$ cat config.mk
export PLATFORM = sky130hd
export DESIGN_NAME = writeback_stage
export DESIGN_NICKNAME = d
export VERILOG_FILES = /design/src/rtl/writeback_stage.sv
export SDC_FILE = /design/constraint.sdc
export NUM_CORES = 1
export LEC_CHECK = 0
export CORE_UTILIZATION = 45
export CTS_CLUSTER_DIAMETER = 30
export DETAILED_ROUTE_END_ITERATION = 12
export PLACE_DENSITY = 0.85
export SKIP_LAST_GASP = 1
export SYNTH_ARGS = -nofsm -noshare
export SYNTH_HDL_FRONTEND = slang
export SYNTH_SLANG_ARGS = --single-unit
$ cat constraint.sdc
create_clock -name clk -period 3.74 [get_ports clk]
set_input_delay 0.561 -clock clk [delete_from_list [all_inputs] [get_ports clk]]
set_output_delay 0.561 -clock clk [all_outputs]
set_load 0.03 [all_outputs]
$ cat src/rtl/writeback_stage.sv
// Y86-64 write-back stage: W pipeline register, register-file write ports,
// RUN/STOP status tracking and a saturating retired-instruction counter.
module writeback_stage #(
    parameter int unsigned CNT_W = 32
) (
    input  logic             clk,
    input  logic             reset,
    input  logic [3:0]       M_stat,
    input  logic [3:0]       M_icode,
    input  logic [63:0]      M_valE,
    input  logic [63:0]      M_valM,
    input  logic [3:0]       M_dstE,
    input  logic [3:0]       M_dstM,
    input  logic             W_stall,
    input  logic             W_bubble,
    output logic [3:0]       dstE,
    output logic [63:0]      valE,
    output logic [3:0]       dstM,
    output logic [63:0]      valM,
    output logic [3:0]       W_stat,
    output logic [3:0]       W_icode,
    output logic [3:0]       Stat,
    output logic             halted,
    output logic [CNT_W-1:0] retired
);

    localparam logic [3:0] STAT_BUB = 4'd0;
    localparam logic [3:0] STAT_AOK = 4'd1;
    localparam logic [3:0] STAT_HLT = 4'd2;
    localparam logic [3:0] STAT_ADR = 4'd3;
    localparam logic [3:0] STAT_INS = 4'd4;
    localparam logic [3:0] ICODE_NOP = 4'd1;
    localparam logic [3:0] REG_NONE  = 4'hF;

    typedef enum logic {
        S_RUN,
        S_STOP
    } state_t;

    state_t           r_state;
    state_t           w_state_next;
    logic [3:0]       r_stat;
    logic [3:0]       r_icode;
    logic [63:0]      r_valE;
    logic [63:0]      r_valM;
    logic [3:0]       r_dstE;
    logic [3:0]       r_dstM;
    logic [3:0]       r_term;
    logic [CNT_W-1:0] r_retired;

    logic w_run;
    logic w_terminate;
    logic w_retire;

    assign w_run       = (r_state == S_RUN);
    assign w_terminate = w_run && ((r_stat == STAT_HLT) || (r_stat == STAT_ADR) ||
                                   (r_stat == STAT_INS));
    assign w_retire    = w_run && (r_stat == STAT_AOK) && !W_stall;

    always_ff @(posedge clk) begin
        if (reset) begin
            r_state   <= S_RUN;
            r_stat    <= STAT_BUB;
            r_icode   <= ICODE_NOP;
            r_valE    <= '0;
            r_valM    <= '0;
            r_dstE    <= REG_NONE;
            r_dstM    <= REG_NONE;
            r_term    <= STAT_BUB;
            r_retired <= '0;
        end else begin
            r_state <= w_state_next;
            if (w_terminate) begin
                r_term <= r_stat;
            end
            if (w_retire && (r_retired != '1)) begin
                r_retired <= r_retired + 1'b1;
            end
            // W register only moves in RUN; STOP freezes it regardless of stall/bubble
            if (w_run && !W_stall) begin
                if (W_bubble) begin
                    r_stat  <= STAT_BUB;
                    r_icode <= ICODE_NOP;
                    r_valE  <= '0;
                    r_valM  <= '0;
                    r_dstE  <= REG_NONE;
                    r_dstM  <= REG_NONE;
                end else begin
                    r_stat  <= M_stat;
                    r_icode <= M_icode;
                    r_valE  <= M_valE;
                    r_valM  <= M_valM;
                    r_dstE  <= M_dstE;
                    r_dstM  <= M_dstM;
                end
            end
        end
    end

    always_comb begin
        w_state_next = r_state;
        dstE         = REG_NONE;
        dstM         = REG_NONE;
        Stat         = r_term;
        if (w_run) begin
            if (w_terminate) begin
                w_state_next = S_STOP;
            end
            if (r_stat == STAT_AOK) begin
                dstE = r_dstE;
                dstM = r_dstM;
            end
            Stat = (r_stat == STAT_BUB) ? STAT_AOK : r_stat;
        end
    end

    assign valE    = r_valE;
    assign valM    = r_valM;
    assign W_stat  = r_stat;
    assign W_icode = r_icode;
    assign halted  = (r_state == S_STOP);
    assign retired = r_retired;

endmodule

==> Word level (Yosys, flattened, before mapping) <==
Index checks and enable logic that the tools add are counted.
{ "word_totals": {"ff_bits": 181, "output_inout_bits": 181, "elab_cells": 39} }
{ "op_classes": {"n_eq_ne": 5, "n_bitwise": 1, "addsub": 1, "reduce_logical": 9, "mux": 14} }
{ "ops": {"columns": ["operator", "n"], "rows": [
  ["$mux 64", 2],
  ["$mux 4", 10],
  ["$add 32x1->32 const B", 1],
  ["$ne 32x32->1 const B", 1],
  ["$eq 4x2->1 const B", 2],
  ["$logic_and 1x1->1", 5],
  ["$eq 4x1->1 const B", 1],
  ["$eq 4x3->1 const B", 1],
  ["$logic_not 4->1", 1],
  ["$logic_or 1x1->1", 2],
  ["$mux 1", 2],
  ["$logic_not 1->1", 1],
  ["$not 1->1", 1]
]} }

==> Longest topological paths before layout <==
{ "logic_depth": {"depth_word": 6, "depth_mapped": 8, "ltp_nobuf": 6} }

==> Worst setup path before layout <==
Ideal clock, no wire load.
{ "synth_path": {"path_kind": "register to register", "start": "register r_retired[0] (netlist: retired[0])", "end": "register r_retired[6] (netlist: retired[6])", "stages_incl_launch_ff": 8, "t_arrival_ns": 2.468, "setup_slack_ns": 1.151, "n_path_buf": 1, "setup_ns": 0.121, "period_less_slack_ns": 2.589, "path_cell_list": "dfxtp_1 > ha_1 > nand4_1 > or4_4 > nor4_4 > buf_6 > nor4b_2 > mux2_4"} }
{ "synth_between": {"elab_chain_len": 2} }
{ "synth_rtl": {"columns": ["item", "line_no", "rtl"], "rows": [
  ["from (decl)", "49", "logic [CNT_W-1:0] r_retired;"],
  ["from (signal assigned)", "77", "r_retired <= r_retired + 1'b1;"],
  ["parallel branches: the longest is 2 deep, another holds $add 32x1->32", null, null]
]} }
Several ways; the timed one is not identified.
A chain may end at the register's enable or synchronous reset.

==> Worst setup path in the final report <==
{ "layout_path": {"start": "register r_state (netlist: halted)", "end": "output dstE[2]"} }
{ "layout_between": {"elab_chain_len": 1} }
{ "layout_rtl": {"columns": ["item", "line_no", "rtl"], "rows": [
  ["from (decl)", "40", "state_t r_state;"],
  ["from (signal assigned)", "72", "r_state <= w_state_next;"],
  ["$mux 4", "105", "if (w_run) begin"],
  ["to (decl)", "16", "output logic [3:0] dstE,"]
]} }
No other way between the ends.

==> metrics.csv <==
metric;value;unit
cts_buffers;17;
fill_cells;1305;
crit_type;reg -> out;
layout.cells.most_common;clkdlybuf4s50_1;
pre_cts_slack;0.916;ns
fp.dieW;132;um
status;finished, final reports clean;
crit_slowest_cell;clkdlybuf4s50_1;
finalCritPeriodShare;86.7;%
finalCriticalPeriod;3.24;ns
grt_pass1_wl;37000;um
ys_types;51;
cp-start-kind;flip-flop;
whs_path_depth;2;
hold_viol;0;
cts_tree;built;
reg2reg_slack;1.08;ns
layout_common_cells;clkdlybuf4s50_1 (326), dfxtp_1 (181), nand2_1 (153);
firstDrtPassIters;5;
fin_ws;0.498;ns
portBuffers;328;
ys_warn_count;0;
crit_chain;nor2_1 > nand3_1 > or2_2 > clkdlybuf4s50_1;
reg2reg_to;retired[26];
clock-root-buffer;clkbuf_16;
synthFlopType;dfxtp_1;
fp.dieH;132;um
drt-wirelength-per-cell;16.8;um
clock.fmax;308;MHz
dpl.cell_count;1376;
rsz0062_at_grt;false;
core-area;0.0166;mm2
path_delay_family;simple AND/OR/NAND/NOR gates;
cts_resized;0;
cts_buffer_depth;2;
crit_path_end_kind;primary output;
cts.sink_count;181;
peakVddDrop;0.319;mV
power_density;400;mW/mm2
regArea;0.00362;mm2
path_buf_inv;1;
antenna_found_initial;1;
nets;1324;
r2r-start;retired[0];
syn_inst;896;
slew_viol_final;0;
cpPeakStageDelay;0.60;ns
vias_per_cell;5.32;
grt_pass1_vias;7240;
synth.ff_latch_count;181;
worst_r2r_path_depth;7;
crit_fanout;14;
synth.avg_cell_area;8.51;um2
yosysSeqAreaShare;47.5;%
postCtsHoldBufs;0;
min_path_type;reg -> reg;
via_count;7503;
drcViolationCount;0;
layout-drive-gt1-share;6.73;%
gr-usage-all-layers;26.5;%
cts_setup_buffers;0;
critPathRequiredTime;3.18;ns
hold_ws;0.450;ns
initial_core_util;46.0;%
syn_area;0.00763;mm2
min_to;valE[40];
multiInputGateArea;0.00368;mm2
setup_tns;0;ns
max_cap_viol_count;0;
die_area;0.0175;mm2
async_reset_ff_share;0;%
h-tree-depth;4;
drt_wl_total;23600;um
drt_iter0_drc;451;
finClkSkew;0.0155;ns
placementRows;47;
setup_viol_count_final;0;
p_leak;3.92;nW
min_from;valE[40];
gr-total-overflow;0;
slew_headroom;39.2;%
synth_edf_count;0;
syn_nets;1045;
worstSkewPairLatency;0.43;ns
layoutNonFillerInstCount;1410;
area_growth;52.1;%
ant_nets;0;
clk_pin_slew_worst_paths;0.07;ns
cp.arrival;2.68;ns
grt_max_degree;121;
hpwl;16100;um
globalplace.congestion;0.850;
worst_pin_slew;0.912;ns
io_pins;329;
[worst register-to-register path, delay by kind of cell, from the launching register on]
kind / cells / cell delay [ns]
multiplexers: 1 / 0.31
flip-flops: 1 / 0.41
AND/OR/NAND/NOR: 4 / 1.17
adder cells (fa/ha/maj): 1 / 0.22
buffers and inverters: 1 / 0.44
[state kept, by name, indices dropped and copies added (netlist names)]
| name | flops |
|---|---|
| valE | 64 |
| W_icode | 4 |
| W_stat | 4 |
| valM | 64 |
| retired | 32 |
| r_term | 4 |
| halted | 1 |
| r_dstM | 4 |
| r_dstE | 4 |
[Yosys cell counts, drive strengths merged (2+ instances only)]
master	n	area [um2]
a21oi	157	805
and2	2	12.5
and3	3	18.8
and4	2	17.5
buf	13	80.1
clkbuf	66	249
dfxtp	181	3620
inv	2	7.51
mux2	11	150
nand2	153	574
nand2b	2	12.5
nand3	11	60.1
nand3b	136	1020
nand4	12	81.3
nor2	32	120
nor2b	9	56.3
nor3	16	80.1
nor3b	2	15.0
nor4	7	77.6
nor4b	2	23.8
o21ai	14	70.1
o21ba	3	30.0
o21bai	10	75.1
o31a	2	17.5
o31ai	7	52.6
o41ai	2	17.5
or2	10	62.6
or3	11	68.8
or4	10	78.8
[metrics by stage]
| step | area [um2] | power [mW] | utilization [%] |
|---|---|---|---|
| after floorplan | 7630 | 2.44 | - |
| after global placement | 11000 | 2.80 | 66.2 |
| after detailed placement | 11000 | 2.81 | 66.2 |
| after CTS | 11600 | 4.68 | 69.9 |
| after global routing | 11600 | 4.80 | 70.0 |
| final | 11600 | 4.64 | 70.0 |
[worst max-delay path by stage]
stage	startpoint	endpoint	slack, ns	cells past startpoint
after global routing	halted	dstM[3]	0.46	4
final	halted	dstE[2]	0.50	4
after detailed placement	W_stall	retired[14]	0.92	6
after floorplan	retired[0]	retired[6]	1.15	7
after CTS	halted	dstM[3]	0.53	4
after global placement	W_stall	retired[12]	0.95	6
[metal layers]
layer	part of all wire (%)	vias up	GRT usage (%)
met5	0	-	0
met4	3.6	0	13.5
met3	8.0	52	9.19
met2	48	254	44.0
met1	40	3520	30.3
li1	-	3677	-
[where the power goes]
| group | internal (mW) | switching, mW |
|---|---|---|
| logic | 0.341 | 0.387 |
| registers | 2.00 | 0.0422 |
| clock network | 1.08 | 0.790 |
| total | 3.42 | 1.22 |
[cells by family after synthesis]
kind of cell,after synthesis,synth area share (%)
AO/OA/AOI/OAI,199,14.4
multiplexers,12,2.10
AND/OR/NAND/NOR,421,31.3
adder cells (fa/ha/maj),1,0.164
buffers and inverters,81,4.41
flip-flops,181,47.5
XOR/XNOR,1,0.115
[cell type report]
| cell class | instances | share of cell area, % |
|---|---|---|
| Multi-Input combinational cell | 634 | 31.7 |
| Timing Repair Buffer | 339 | 29.3 |
| Clock inverter | 12 | 1.44 |
| Clock buffer | 20 | 3.85 |
| Sequential cell | 181 | 31.2 |
| Antenna cell | 2 | 0.0431 |
| Tap cell | 220 | 2.37 |
| Inverter | 2 | 0.0647 |
(Power assumes the default switching activity.)
